**src/rtl/rr_arb4_mux_pkg.sv**
```systemverilog
// ----------------------------------------------------------------------------
// rr_arb4_mux_pkg
// Shared definitions for the four-requester round-robin arbiter/mux:
//   - NREQ / SELW       : number of requesters and width of their index
//   - arb_state_t       : arbiter FSM encoding (IDLE=0, BUSY=1)
//   - onehot4()         : index -> one-hot grant vector
//   - rr_pick()         : round-robin winner search starting at a pointer
// ----------------------------------------------------------------------------
package rr_arb4_mux_pkg;

    localparam int NREQ = 4;
    localparam int SELW = 2;

    typedef enum logic {
        ST_IDLE = 1'b0,
        ST_BUSY = 1'b1
    } arb_state_t;

    // Expand a requester index into its one-hot grant vector.
    function automatic logic [NREQ-1:0] onehot4(input logic [SELW-1:0] idx);
        logic [NREQ-1:0] vec_s;
        vec_s      = 4'b0000;
        vec_s[idx] = 1'b1;
        return vec_s;
    endfunction

    // First requester found scanning ptr, ptr+1, ... (mod 4). When nothing is
    // requesting the result is ptr; callers only use it when |req is true.
    function automatic logic [SELW-1:0] rr_pick(input logic [NREQ-1:0] req,
                                                input logic [SELW-1:0] ptr);
        logic [SELW-1:0] idx_s;
        logic [SELW-1:0] win_s;
        logic            found_s;
        win_s   = ptr;
        found_s = 1'b0;
        for (int k = 0; k < NREQ; k++) begin
            // Two-bit addition wraps 3 -> 0 by construction.
            idx_s = ptr + SELW'(k);
            if (!found_s && req[idx_s]) begin
                win_s   = idx_s;
                found_s = 1'b1;
            end else begin
                found_s = found_s;
            end
        end
        return win_s;
    endfunction

endpackage

```
**src/rtl/rr_arb4_mux_mux4_dw.sv**
```systemverilog
// ----------------------------------------------------------------------------
// mux4_dw
// Pure combinational 4:1 data multiplexer.
//   sel  in  2   source index
//   d0..d3 in DW source data
//   y    out DW  selected data
// ----------------------------------------------------------------------------
module mux4_dw #(
    parameter int DW = 8
) (
    input  logic [1:0]    sel,
    input  logic [DW-1:0] d0,
    input  logic [DW-1:0] d1,
    input  logic [DW-1:0] d2,
    input  logic [DW-1:0] d3,
    output logic [DW-1:0] y
);

    // Data select; the default arm is unreachable for a 2-bit select.
    always_comb begin
        y = d0;
        case (sel)
            2'd0:    y = d0;
            2'd1:    y = d1;
            2'd2:    y = d2;
            2'd3:    y = d3;
            default: y = d0;
        endcase
    end

endmodule

```
**src/rtl/rr_arb4_mux.sv**
```systemverilog
// ----------------------------------------------------------------------------
// rr_arb4_mux
// Round-robin arbiter with burst control sharing one DW-bit 4:1 datapath among
// four requesters. The granted source streams to a single valid/ready output.
//   clk        in   1    rising-edge clock
//   rst_n      in   1    synchronous reset, active-low
//   req        in   4    per-source request, held until its grant ends
//   din0..din3 in   DW   source data
//   out_ready  in   1    sink accepts dout this cycle
//   gnt        out  4    registered one-hot grant, zero while idle
//   sel        out  2    registered mux select (holds while idle)
//   out_valid  out  1    dout valid (granted source still requesting)
//   dout       out  DW   din[sel]
// MAX_BURST bounds the beats per grant; 0 means the grant lasts until the
// source drops its request.
// ----------------------------------------------------------------------------
module rr_arb4_mux
    import rr_arb4_mux_pkg::*;
#(
    parameter int DW        = 8,
    parameter int MAX_BURST = 4
) (
    input  logic            clk,
    input  logic            rst_n,
    input  logic [3:0]      req,
    input  logic [DW-1:0]   din0,
    input  logic [DW-1:0]   din1,
    input  logic [DW-1:0]   din2,
    input  logic [DW-1:0]   din3,
    input  logic            out_ready,
    output logic [3:0]      gnt,
    output logic [1:0]      sel,
    output logic            out_valid,
    output logic [DW-1:0]   dout
);

    localparam int            CW            = (MAX_BURST == 0) ? 1 : $clog2(MAX_BURST + 1);
    localparam bit            BURST_LIMITED = (MAX_BURST != 0);
    localparam logic [CW-1:0] CNT_LAST      = BURST_LIMITED ? CW'(MAX_BURST - 1) : {CW{1'b0}};
    localparam logic [CW-1:0] CNT_SAT       = {CW{1'b1}};

    arb_state_t    state_r, state_s;
    logic [3:0]    gnt_r,   gnt_s;
    logic [1:0]    sel_r,   sel_s;
    logic [1:0]    ptr_r,   ptr_s;
    logic [CW-1:0] cnt_r,   cnt_s;

    logic          out_valid_s;
    logic          xfer_s;
    logic          last_beat_s;
    logic [1:0]    win_s;

    // Handshake qualifiers derived from the current grant.
    always_comb begin
        out_valid_s = (state_r == ST_BUSY) && req[sel_r];
        xfer_s      = out_valid_s && out_ready;
        last_beat_s = BURST_LIMITED && (cnt_r == CNT_LAST);
        win_s       = rr_pick(req, ptr_r);
    end

    // Next-state logic: arbitrate in IDLE, count beats and release in BUSY.
    always_comb begin
        state_s = state_r;
        gnt_s   = gnt_r;
        sel_s   = sel_r;
        ptr_s   = ptr_r;
        cnt_s   = cnt_r;
        case (state_r)
            ST_IDLE: begin
                if (|req) begin
                    gnt_s   = onehot4(win_s);
                    sel_s   = win_s;
                    cnt_s   = {CW{1'b0}};
                    state_s = ST_BUSY;
                end else begin
                    state_s = ST_IDLE;
                end
            end
            ST_BUSY: begin
                // Release on request drop, or on the final beat of a bounded
                // burst; the pointer moves past the source just served.
                if (!req[sel_r] || (xfer_s && last_beat_s)) begin
                    gnt_s   = 4'b0000;
                    ptr_s   = sel_r + 2'd1;
                    cnt_s   = {CW{1'b0}};
                    state_s = ST_IDLE;
                end else if (xfer_s) begin
                    // Saturation only matters for unlimited bursts.
                    if (cnt_r != CNT_SAT) begin
                        cnt_s = cnt_r + {{(CW-1){1'b0}}, 1'b1};
                    end else begin
                        cnt_s = cnt_r;
                    end
                end else begin
                    state_s = ST_BUSY;
                end
            end
            default: begin
                state_s = ST_IDLE;
                gnt_s   = 4'b0000;
                cnt_s   = {CW{1'b0}};
            end
        endcase
    end

    // State and output registers with synchronous active-low reset.
    always_ff @(posedge clk) begin
        if (!rst_n) begin
            state_r <= ST_IDLE;
            gnt_r   <= 4'b0000;
            sel_r   <= 2'd0;
            ptr_r   <= 2'd0;
            cnt_r   <= {CW{1'b0}};
        end else begin
            state_r <= state_s;
            gnt_r   <= gnt_s;
            sel_r   <= sel_s;
            ptr_r   <= ptr_s;
            cnt_r   <= cnt_s;
        end
    end

    mux4_dw #(
        .DW (DW)
    ) u_mux (
        .sel (sel_r),
        .d0  (din0),
        .d1  (din1),
        .d2  (din2),
        .d3  (din3),
        .y   (dout)
    );

    assign gnt       = gnt_r;
    assign sel       = sel_r;
    assign out_valid = out_valid_s;

endmodule

```
**config.mk**
```make
export PLATFORM = sky130hd
export DESIGN_NAME = rr_arb4_mux
export DESIGN_NICKNAME = d
export VERILOG_FILES = /design/src/rtl/rr_arb4_mux_pkg.sv /design/src/rtl/rr_arb4_mux_mux4_dw.sv /design/src/rtl/rr_arb4_mux.sv
export SDC_FILE = /design/constraint.sdc
export NUM_CORES = 1
export LEC_CHECK = 0
export CAP_MARGIN = 20
export CORE_MARGIN = 2
export CORE_UTILIZATION = 40
export CTS_BUF_LIST = sky130_fd_sc_hd__clkbuf_16
export DETAILED_ROUTE_END_ITERATION = 12
export MAX_ROUTING_LAYER = met4
export PLACE_DENSITY = 0.84
export SLEW_MARGIN = 20
export SYNTH_ARGS = -nofsm -noshare
export SYNTH_HDL_FRONTEND = slang
export SYNTH_SLANG_ARGS = --single-unit
```
**constraint.sdc**
```tcl
create_clock -name clk -period 4.1 [get_ports clk]
set_input_delay 0.41 -clock clk [delete_from_list [all_inputs] [get_ports clk]]
set_output_delay 0.41 -clock clk [all_outputs]
set_load 0.02 [all_outputs]
```
==> results of run 1 <==
==> sequential cells by signal, indices dropped and copies added (netlist names) <==
| signal | count |
|---|---|
| cnt_r | 3 |
| sel | 2 |
| state_r | 1 |
| gnt | 4 |
| ptr_r | 2 |
==> area by class of cell <==
cell class / instances / area, um^2
fillers: 179 / 654
clock buffers: 3 / 75.1
repair buffers: 53 / 531
multi-input cells: 77 / 592
clock inverters: 1 / 3.75
well taps: 28 / 35.0
inverters: 16 / 60.1
flip-flops and latches: 12 / 240
==> layout by cell type, fill, tap and decap left out, drive strengths merged, types with 2 or more instances in the layout <==
master         count
nand2              7
a21oi              6
o22a               2
a32o               2
and2               2
or2                2
nor2               7
clkdlybuf4s50     53
o21ai              3
ha                 7
mux2i              8
clkbuf             3
a21boi             2
o22ai              2
nor2b              3
or4                2
inv               16
nor3               2
a222oi             8
nand2b             3
dfxtp             12
a211oi             2
==> worst max-delay path: stages <==
cell	delay [ns]
clkdlybuf4s50_1	0.50
mux4_1	0.58
and2_1	0.25
clkdlybuf4s50_1	0.56
==> metal layers <==
metal / vias to the layer above / global-route usage, %
met5: - / -
met4: 0 / 7.46
met3: 3 / 8.05
met2: 47 / 38.2
met1: 474 / 22.2
li1: 510 / -
==> worst paths after layout <==
path	startpoint	end	slack (ns)
hold / removal	cnt_r[1]	cnt_r[1]	0.46
setup reg to reg	sel[0]	gnt[2]	2.12
hold reg to reg	cnt_r[1]	cnt_r[1]	0.46
setup / recovery	req[2]	out_valid	1.38
==> logic make-up after synthesis <==
logic type,Yosys count
adders and majority gates,7
AOI/OAI and AO/OA,29
and+or+nand+nor,32
muxes,9
buffers and inverters,23
DFF,12
==> power groups by stage <==
stage | clock, uW | sequential (uW) | combinational [uW]
6_report | 177 | 133 | 175
5_1_grt | 192 | 134 | 189
3_5_place_dp | 0 | 135 | 175
4_1_cts | 182 | 133 | 176
2_1_floorplan | 0 | 139 | 84.4
3_3_place_gp | 0 | 135 | 171
==> through the flow <==
stage	worst slack, ns	utilization [%]
finish	1.38	70.1
global route	1.33	70.1
CTS	1.40	70.1
floorplan	2.13	-
global placement	1.46	66.5
detailed placement	1.42	66.5
==> summary.md, run 1 <==
| Metric | Value |
|---|---|
| Initial drt markers | `34` |
| Clock Skew | `0.00184 ns` |
| Non-Filler Instances | `190` |
| Hold_buf cts | `0` |
| Yosys warns | `0` |
| Dpl hpwl | `2220 um` |
| TritonCTS clock tree | `done` |
| WS Path Type | `input port to primary output` |
| Flop pwr share | `27.4%` |
| P_sw | `136 uW` |
| Clock-pin slew of the registers on the worst-case setup and hold paths | `0.04 ns` |
| Post-CTS Setup Inserts | `0` |
| DIE WIDTH | `52.0 um` |
| Power density cells | `316 nW/um^2` |
| Mapped Cells | `112` |
| Switch share | `28.0%` |
| DP Cell Count | `186` |
| Synth Area in Compound Gates | `24.7%` |
| Final hold slack | `0.456 ns` |
| Crit-path max FO | `6` |
| DR WL/cell | `14.6 um` |
| Setup violators final | `0` |
| Clock power share | `36.5%` |
| DRT Wirelength | `2770 um` |
| Post-synth design cell area | `922 um^2` |
| WL met3 | `328 um` |
| P_int | `350 uW` |
| Initial antenna violation count | `0` |
| Slew Viols, Final | `0` |
| Hold path depth | `2` |
| Post-synth top cells | `inv_1, dfxtp_1, a222oi_1, mux2i_1` |
| H-tree level count | `1` |
| Tcrit/Tclk final | `66.3%` |
| Syn Nets | `158` |
| Outcome | `completed` |
| Antenna Cells | `0` |
| DIE AREA | `2710 um^2` |
| WP data required | `3.69 ns` |
| Synth area leaders | `dfxtp_1, ha_1, a222oi_1` |
| Inserted Clock Buffers | `3` |
| Total negative slack | `0 ns` |
| Fraction of registers with async set/reset | `0%` |
| Multiplexer area fraction after synthesis | `11.5%` |
| Drt via density | `5.44` |
| Yosys reg bits | `12` |
| Clock Sinks | `12` |
| Placement Rows | `17` |
| Nets | `209` |
| Synth Flop Type | `dfxtp_1` |
| Distinct cells, synth | `33` |
| Layout cells sized above 1 | `4.32%` |
| Hold Path Class | `flop to flop` |
| Met1 Wirelength | `1140 um` |
| Global placement routability congestion | `0.917` |
| Hold violation total from the final report | `0` |
| Final antenna-violating net count | `0` |
| Simple-gate share of the synthesized area | `18.5%` |
| Adder-cell share of the synthesized area | `9.50%` |
| Gr usage total | `21.8%` |
| Arrival @ worst endpoint | `2.31 ns` |
| Port Buffers | `53` |
| Num ports | `54` |
| DP Area | `1460 um^2` |
| Initial Util | `42.1%` |
| Max Cap Viol | `0` |
| Fin crit period | `2.72 ns` |
| Vias | `1034` |
| Setup crit end kind | `primary output` |
| PnR Total Power | `485 uW` |
| Final instance area | `1540 um^2` |
| Synth top area share | `26.1%` |
| Post-synthesis average cell area | `8.23 um^2` |
| LEAKAGE | `0.000634 uW` |
| Worst Tran Pin Value | `0.498 ns` |
| Wire length on met2 | `1280 um` |
| F_max | `368 MHz` |
| Post-synth EDFFs | `0` |
| Main combinational cell family by area after synthesis | `compound AO/OA/AOI/OAI gates` |
| Core area | `2190 um^2` |
| Reg2Reg Depth | `5` |
| Slew HR | `66.8%` |
| Top-count cell post-synth | `inv_1` |
| Pin count of the biggest net entering global routing | `9` |
| Cts repair resizes | `0` |
| Total gr overflow | `0` |
| First-pass GRT wire length | `4370 um` |
| Clk buf depth | `2` |
| Seq/Total Area, Yosys | `26.1%` |
| Pre-antenna DRT Iters | `4` |
| VDD IR max | `0.347 mV` |
| Logic pwr share | `36.1%` |
| Clock Latency Late Sink | `0.24 ns` |
| Area Overhead vs Synth | `66.6%` |
| Drt drc | `0` |
| Top sig layer | `met4` |
| Vias in the first global route | `1044` |
| Clock root buffer | `clkbuf_16` |
| XOR/XNOR share of the synthesized area | `0%` |
| CP Launch Type | `input port` |
| RSZ-0062 raised after global routing | `no` |
| Area leader, netlist | `dfxtp_1` |
| Die Ht | `52.0 um` |
Power figures use the tool's default switching activity.
==> run 2, diff against run 1 <==
CORE_UTILIZATION = 34   (was 40)
PLACE_DENSITY = 0.76   (was 0.84)
clock period = 2.3 ns   (was 4.1 ns; I/O delays follow)
==> run 2 against run 1 <==
Clock-buffer cell count stayed put. Global-route usage is 1.7 points lower. Clock power grew 81%. Wire length grew 5.0%. Total power rose by 79%. Final cell count grew 5.3%. Sequential share of layout area decreased by 0.45 points. Via count rose by 3.0%. Non-clock buffer count increased by 8. Utilization decreased by 7.1 points. Flip-flop and latch count unchanged. First-iteration DRC count is 44% higher.
==> summary.md, run 2 (synthesis gave the netlist of run 1 again) <==
| Metric | Value |
|---|---|
| Vias | `1065 (+3.0%)` |
| Reg2reg start | `sel[0]` |
| Clock Sinks | `12 (unchanged)` |
| Worst Tran Pin Value | `0.450 ns (-0.0479 ns)` |
| Initial drt markers | `49 (+44%)` |
| Total negative slack | `0 ns (unchanged)` |
| Setup violators final | `0 (unchanged)` |
| Core area | `2520 um^2 (+15%)` |
| PnR Total Power | `870 uW (+79%)` |
| Max Cap Viol | `0 (unchanged)` |
| Arrival @ worst endpoint | `1.96 ns (-0.35 ns)` |
| Cells along the critical path | `mux4_1 -> and2_1 -> clkdlybuf4s50_1` |
| Clock root buffer | `clkbuf_16` |
| Slew Viols, Final | `0 (unchanged)` |
| Gr usage total | `20.1% (-1.7 points)` |
| H-tree level count | `1 (unchanged)` |
| Commonest non-fill, non-tap cell in the layout | `clkdlybuf4s50_1` |
| WP data required | `2.07 ns (-1.62 ns)` |
| Vias in the first global route | `1053 (+0.86%)` |
| VDD IR max | `0.574 mV (+66%)` |
| Tcrit/Tclk final | `95.2%` |
| DR WL/cell | `14.6 um (-0.21%)` |
| CP peak stage delay | `0.61 ns (+0.03 ns)` |
| Nets | `217 (+3.8%)` |
| Most frequent cells in the layout | `clkdlybuf4s50_1, inv_1, dfxtp_1` |
| Slowest-stage cell, CP | `mux4_1` |
| Max FFs per register | `4 (unchanged)` |
| Global placement routability congestion | `0.849 (-7.4%)` |
| Num ports | `54 (unchanged)` |
| Final instance area | `1590 um^2 (+3.5%)` |
| Port Buffers | `53 (unchanged)` |
| Hold_sp | `cnt_r[1]` |
| Setup crit end kind | `primary output` |
| RSZ-0062 raised after global routing | `no` |
| LEAKAGE | `0.000690 uW (+8.9%)` |
| Drt drc | `0 (unchanged)` |
| DRT Wirelength | `2910 um (+5.0%)` |
| Layout cells sized above 1 | `9.41% (+5.1 points)` |
| Hold violation total from the final report | `0 (unchanged)` |
| Fin crit period | `2.19 ns` |
| Antenna Cells | `0 (unchanged)` |
| DIE WIDTH | `56.1 um (+7.8%)` |
| WS Path Type | `flop to primary output` |
| Fillers | `222 (+24%)` |
| Final antenna-violating net count | `0 (unchanged)` |
| Drt via density | `5.33 (-2.2%)` |
| Clk buf depth | `2 (unchanged)` |
| Post-CTS Setup Inserts | `0 (unchanged)` |
| Power density cells | `547 nW/um^2 (+73%)` |
| TritonCTS clock tree | `done` |
| Clock-pin slew of the registers on the worst-case setup and hold paths | `0.04 ns (about the same)` |
| Inserted Clock Buffers | `3 (unchanged)` |
| Clock Latency Late Sink | `0.24 ns (about the same)` |
| Dpl hpwl | `2380 um (+7.5%)` |
| Outcome | `completed` |
| Slew HR | `69.7% (+2.9 points)` |
| Initial antenna violation count | `0 (unchanged)` |
| First-pass GRT wire length | `4860 um (+11%)` |
| DIE AREA | `3140 um^2 (+16%)` |
| Clock Skew | `0.00215 ns (+0.000308 ns)` |
| CP Launch Point | `sel[0]` |
| Total gr overflow | `0 (unchanged)` |
| Die Ht | `56.1 um (+7.8%)` |
| Crit-path max FO | `5 (-1)` |
| R2R setup slack | `0.40 ns (-1.72 ns)` |
| DP Area | `1520 um^2 (+4.3%)` |
| Initial Util | `36.6% (-5.5 points)` |
| CP Launch Type | `flop` |
| Placement Rows | `18 (+1)` |
| Hold Path Class | `flop to flop` |
| Pre-antenna DRT Iters | `4 (unchanged)` |
| F_max | `457 MHz` |
| Pin count of the biggest net entering global routing | `9 (unchanged)` |
| Area Overhead vs Synth | `72.5%` |
## run 2: report_power, final
| part | internal (uW) | switching, uW |
|---|---|---|
| logic | 169 | 142 |
| clock network | 229 | 92.1 |
| registers | 223 | 13.7 |
| total | 622 | 248 |
## run 2: final timing paths
kind	cells past startpoint	end
max	3	out_valid
min	2	cnt_r[1]
max reg2reg	6	gnt[0]
min reg2reg	2	cnt_r[1]
## run 2: repair_timing
item                       CTS  global route
gates resized for setup      8             1
setup endpoints to repair    8             4
hold buffers                 0             0
## run 2: routing by layer
layer / GRT usage (%) / part of all wire (%) / vias to the layer above
li1: - / - / 524
met5: - / 0 / -
met4: 5.10 / 1.1 / 0
met2: 36.3 / 50 / 53
met1: 20.8 / 39 / 483
met3: 6.51 / 9.5 / 5
## run 2: worst max-delay path, delay by kind of cell, from the launching register on
| family | cells | cell delay (ns) |
|---|---|---|
| muxes | 1 | 0.61 |
| buffers and inverters | 1 | 0.54 |
| DFF | 1 | 0.37 |
| and+or+nand+nor | 1 | 0.20 |
## run 2: metrics by stage
step | hold WS [ns] | cells | worst slack [ns] | utilization [%]
detailed placement | 0.458 | 196 | 0.130 | 60.3
global placement | 0.448 | 196 | 0.143 | 60.3
finish | 0.463 | 200 | 0.110 | 63.0
global route | 0.490 | 200 | 0.0456 | 63.0
CTS | 0.464 | 200 | 0.0194 | 63.0
floorplan | 0.439 | 112 | 0.327 | -
## run 2: final cells by class
class / instances / area, um^2 / share of cell area [%]
sequential: 12 / 241 / 15.2
tap: 30 / 37.5 / 2.36
inverter: 16 / 60.1 / 3.78
timing repair buffer: 61 / 581 / 36.5
clock inverter: 1 / 3.75 / 0.236
clock buffer: 3 / 75.1 / 4.72
multi-input combinational: 77 / 592 / 37.2
==> run 3, diff against run 2 <==
CORE_UTILIZATION = 25   (was 34)
PLACE_DENSITY = default   (was 0.76)
==> run 3 against run 2 <==
First-iteration DRC count decreased by 6.1%. Global-route usage decreased by 6.1 points. Critical path depth increased by 2. Clock-buffer cell count stayed put. Wire length shrank 2.5%. Via count grew 0.85%.
==> summary.md, run 3 (synthesis gave the netlist of run 1 again) <==
| Metric | Value |
|---|---|
| Worst Setup EP | `dout[3]` |
| Arrival @ worst endpoint | `1.87 ns (-0.09 ns)` |
| Slew Viols, Final | `0 (unchanged)` |
| CP Depth | `5 (+2)` |
| Pre-antenna DRT Iters | `6 (+2)` |
| LEAKAGE | `0.000736 uW (+6.6%)` |
| Global placement routability congestion | `0.727 (-14%)` |
| Gr usage total | `13.9% (-6.1 points)` |
| Hold violation total from the final report | `0 (unchanged)` |
| Layout cells sized above 1 | `9.41% (unchanged)` |
| DR WL/cell | `13.0 um (-11%)` |
| R2R Path End | `gnt[2]` |
| WP data required | `2.07 ns (about the same)` |
| Clock Sinks | `12 (unchanged)` |
| Final hold slack | `0.470 ns (+0.00619 ns)` |
| Antenna Cells | `0 (unchanged)` |
| Final antenna-violating net count | `0 (unchanged)` |
| Dpl hpwl | `2290 um (-3.7%)` |
| Nets | `218 (+0.46%)` |
| DRT Wirelength | `2840 um (-2.5%)` |
| Drt via density | `4.93 (-7.5%)` |
| Max Cap Viol | `0 (unchanged)` |
| DIE AREA | `4190 um^2 (+33%)` |
| VDD IR max | `0.414 mV (-28%)` |
| Initial antenna violation count | `0 (unchanged)` |
| WS Path Type | `flop to primary output` |
| Die Ht | `64.7 um (+15%)` |
| Port Buffers | `53 (unchanged)` |
| TritonCTS clock tree | `done` |
| Logic pwr share | `37.2% (+1.4 points)` |
| Total negative slack | `0 ns (unchanged)` |
| Max FFs per register | `4 (unchanged)` |
| Reg2Reg Depth | `6 (unchanged)` |
| Clock Latency Late Sink | `0.23 ns (about the same)` |
| F_max | `477 MHz (+4.5%)` |
| Clock root buffer | `clkbuf_16` |
| Initial Util | `25.6% (-11 points)` |
| Reg2reg start | `sel[0]` |
| P_int | `624 uW (+0.35%)` |
| Inserted Clock Buffers | `3 (unchanged)` |
| Num ports | `54 (unchanged)` |
| First-pass GRT wire length | `4600 um (-5.5%)` |
| Power density cells | `527 nW/um^2 (-3.6%)` |
| Clk buf depth | `2 (unchanged)` |
| DIE WIDTH | `64.7 um (+15%)` |
| Pin count of the biggest net entering global routing | `9 (unchanged)` |
| Hold path depth | `2 (unchanged)` |
| Area Overhead vs Synth | `76.7%` |
| Commonest non-fill, non-tap cell in the layout | `clkdlybuf4s50_1` |
| Worst Tran Pin Value | `0.479 ns (+0.0286 ns)` |
| Flop pwr share | `27.4% (+0.2 points)` |
| Clock power share | `35.4% (-1.5 points)` |
| R2R setup slack | `0.33 ns (-0.07 ns)` |
| Crit-path max FO | `8 (+3)` |
| Tcrit/Tclk final | `91.2% (-4.1 points)` |
| H-tree level count | `1 (unchanged)` |
| Setup crit end kind | `primary output` |
| Vias in the first global route | `1092 (+3.7%)` |
| Fillers | `360 (+62%)` |
| CP Launch Type | `flop` |
| Clock Skew | `0.00356 ns (+0.00142 ns)` |
| Cells along the critical path | `inv_1 -> ha_1 -> a222oi_1 -> mux2i_1 -> dlygate4sd2_1` |
| Placement Rows | `22 (+4)` |
| CP peak stage delay | `0.42 ns (-0.19 ns)` |
| CP top delay family | `buffers and inverters` |
| Hold_sp | `cnt_r[1]` |
| Setup violators final | `0 (unchanged)` |
| Slew HR | `67.8% (-1.9 points)` |
| Most frequent cells in the layout | `clkdlybuf4s50_1, inv_1, dfxtp_1, buf_4` |
| Fin crit period | `2.10 ns (-0.0936 ns)` |
| Core area | `3610 um^2 (+43%)` |
| Outcome | `completed` |
| Initial drt markers | `46 (-6.1%)` |
| Total gr overflow | `0 (unchanged)` |
| Vias | `1074 (+0.85%)` |
| Buffers and inverters on the worst path | `2 (+1)` |
| CP Launch Point | `sel[0]` |
| P_sw | `235 uW (-5.3%)` |
| RSZ-0062 raised after global routing | `no` |
| Clock-pin slew of the registers on the worst-case setup and hold paths | `0.04 ns (about the same)` |
| Slowest-stage cell, CP | `dfxtp_1` |
| Switch share | `27.4% (-1.2 points)` |
| Drt drc | `0 (unchanged)` |
| Hold Path Class | `flop to flop` |
[run 3: cell count changes in the layout (fill, tap and decap cells not counted)]
cell             delta
buf_4               +1
dlymetal6s2s_1      +4
clkdlybuf4s50_1     -1
dfxtp_1             +1
dfxtp_2             -1
clkinv_1            -1
dlygate4sd2_1       -3
[run 3: worst min-delay path: cells and delay by family, from the launching register on]
| kind | cells | cell delay, ns |
|---|---|---|
| flip-flops | 1 | 0.31 |
| AND/OR/NAND/NOR | 1 | 0.06 |
| AO/OA/AOI/OAI | 1 | 0.05 |
[run 3: worst min path at each step]
stage / to / slack (ns)
6_report: cnt_r[1] / 0.47
5_1_grt: cnt_r[0] / 0.49
4_1_cts: cnt_r[1] / 0.47
3_5_place_dp: cnt_r[1] / 0.47
3_3_place_gp: cnt_r[1] / 0.45
2_1_floorplan: cnt_r[1] / 0.44
[run 3: what timing repair did]
action                     4_1_cts  5_1_grt
buffers inserted                 0        0
setup endpoints to repair        5        4
hold endpoints to repair         0        0
resized for setup                5        4
hold buffers                     0        0
[run 3: layout make-up]
type	count	area (um^2)	area share, %
timing repair buffer	62	602	36.9
multi-input combinational	77	592	36.3
sequential	12	240	14.7
clock buffer	3	75.1	4.61
inverter	16	60.1	3.69
tap	48	60.1	3.69
[run 3: power groups by stage]
stage               sequential [uW]  clock [uW]  combinational (uW)
floorplan                       248           0                 151
global placement                238           0                 326
detailed placement              239           0                 332
CTS                             235         308                 324
global route                    237         321                 344
finish                          235         304                 319
[run 3: per-layer routing]
layer  share of wire (%)  routed length [um]  vias up  GRT usage, %
met1                  40                1120      495          14.2
met2                  49                1390       49          26.2
met4                0.70                  20        0          3.19
met5                   0                   0        -             -
met3                  11                 308        4          3.99
li1                    -                   -      526             -
[run 3: metrics by stage]
step                      utilization (%)  setup slack (ns)  instance area [um^2]  std cells  power (uW)
after floorplan                         -             0.327                   922        112         398
after global placement               43.0             0.126                  1550        215         564
after detailed placement             43.0             0.122                  1550        215         570
after CTS                            44.9           0.00495                  1620        218         867
after global routing                 45.2            0.0738                  1630        218         901
final                                45.2             0.203                  1630        218         859
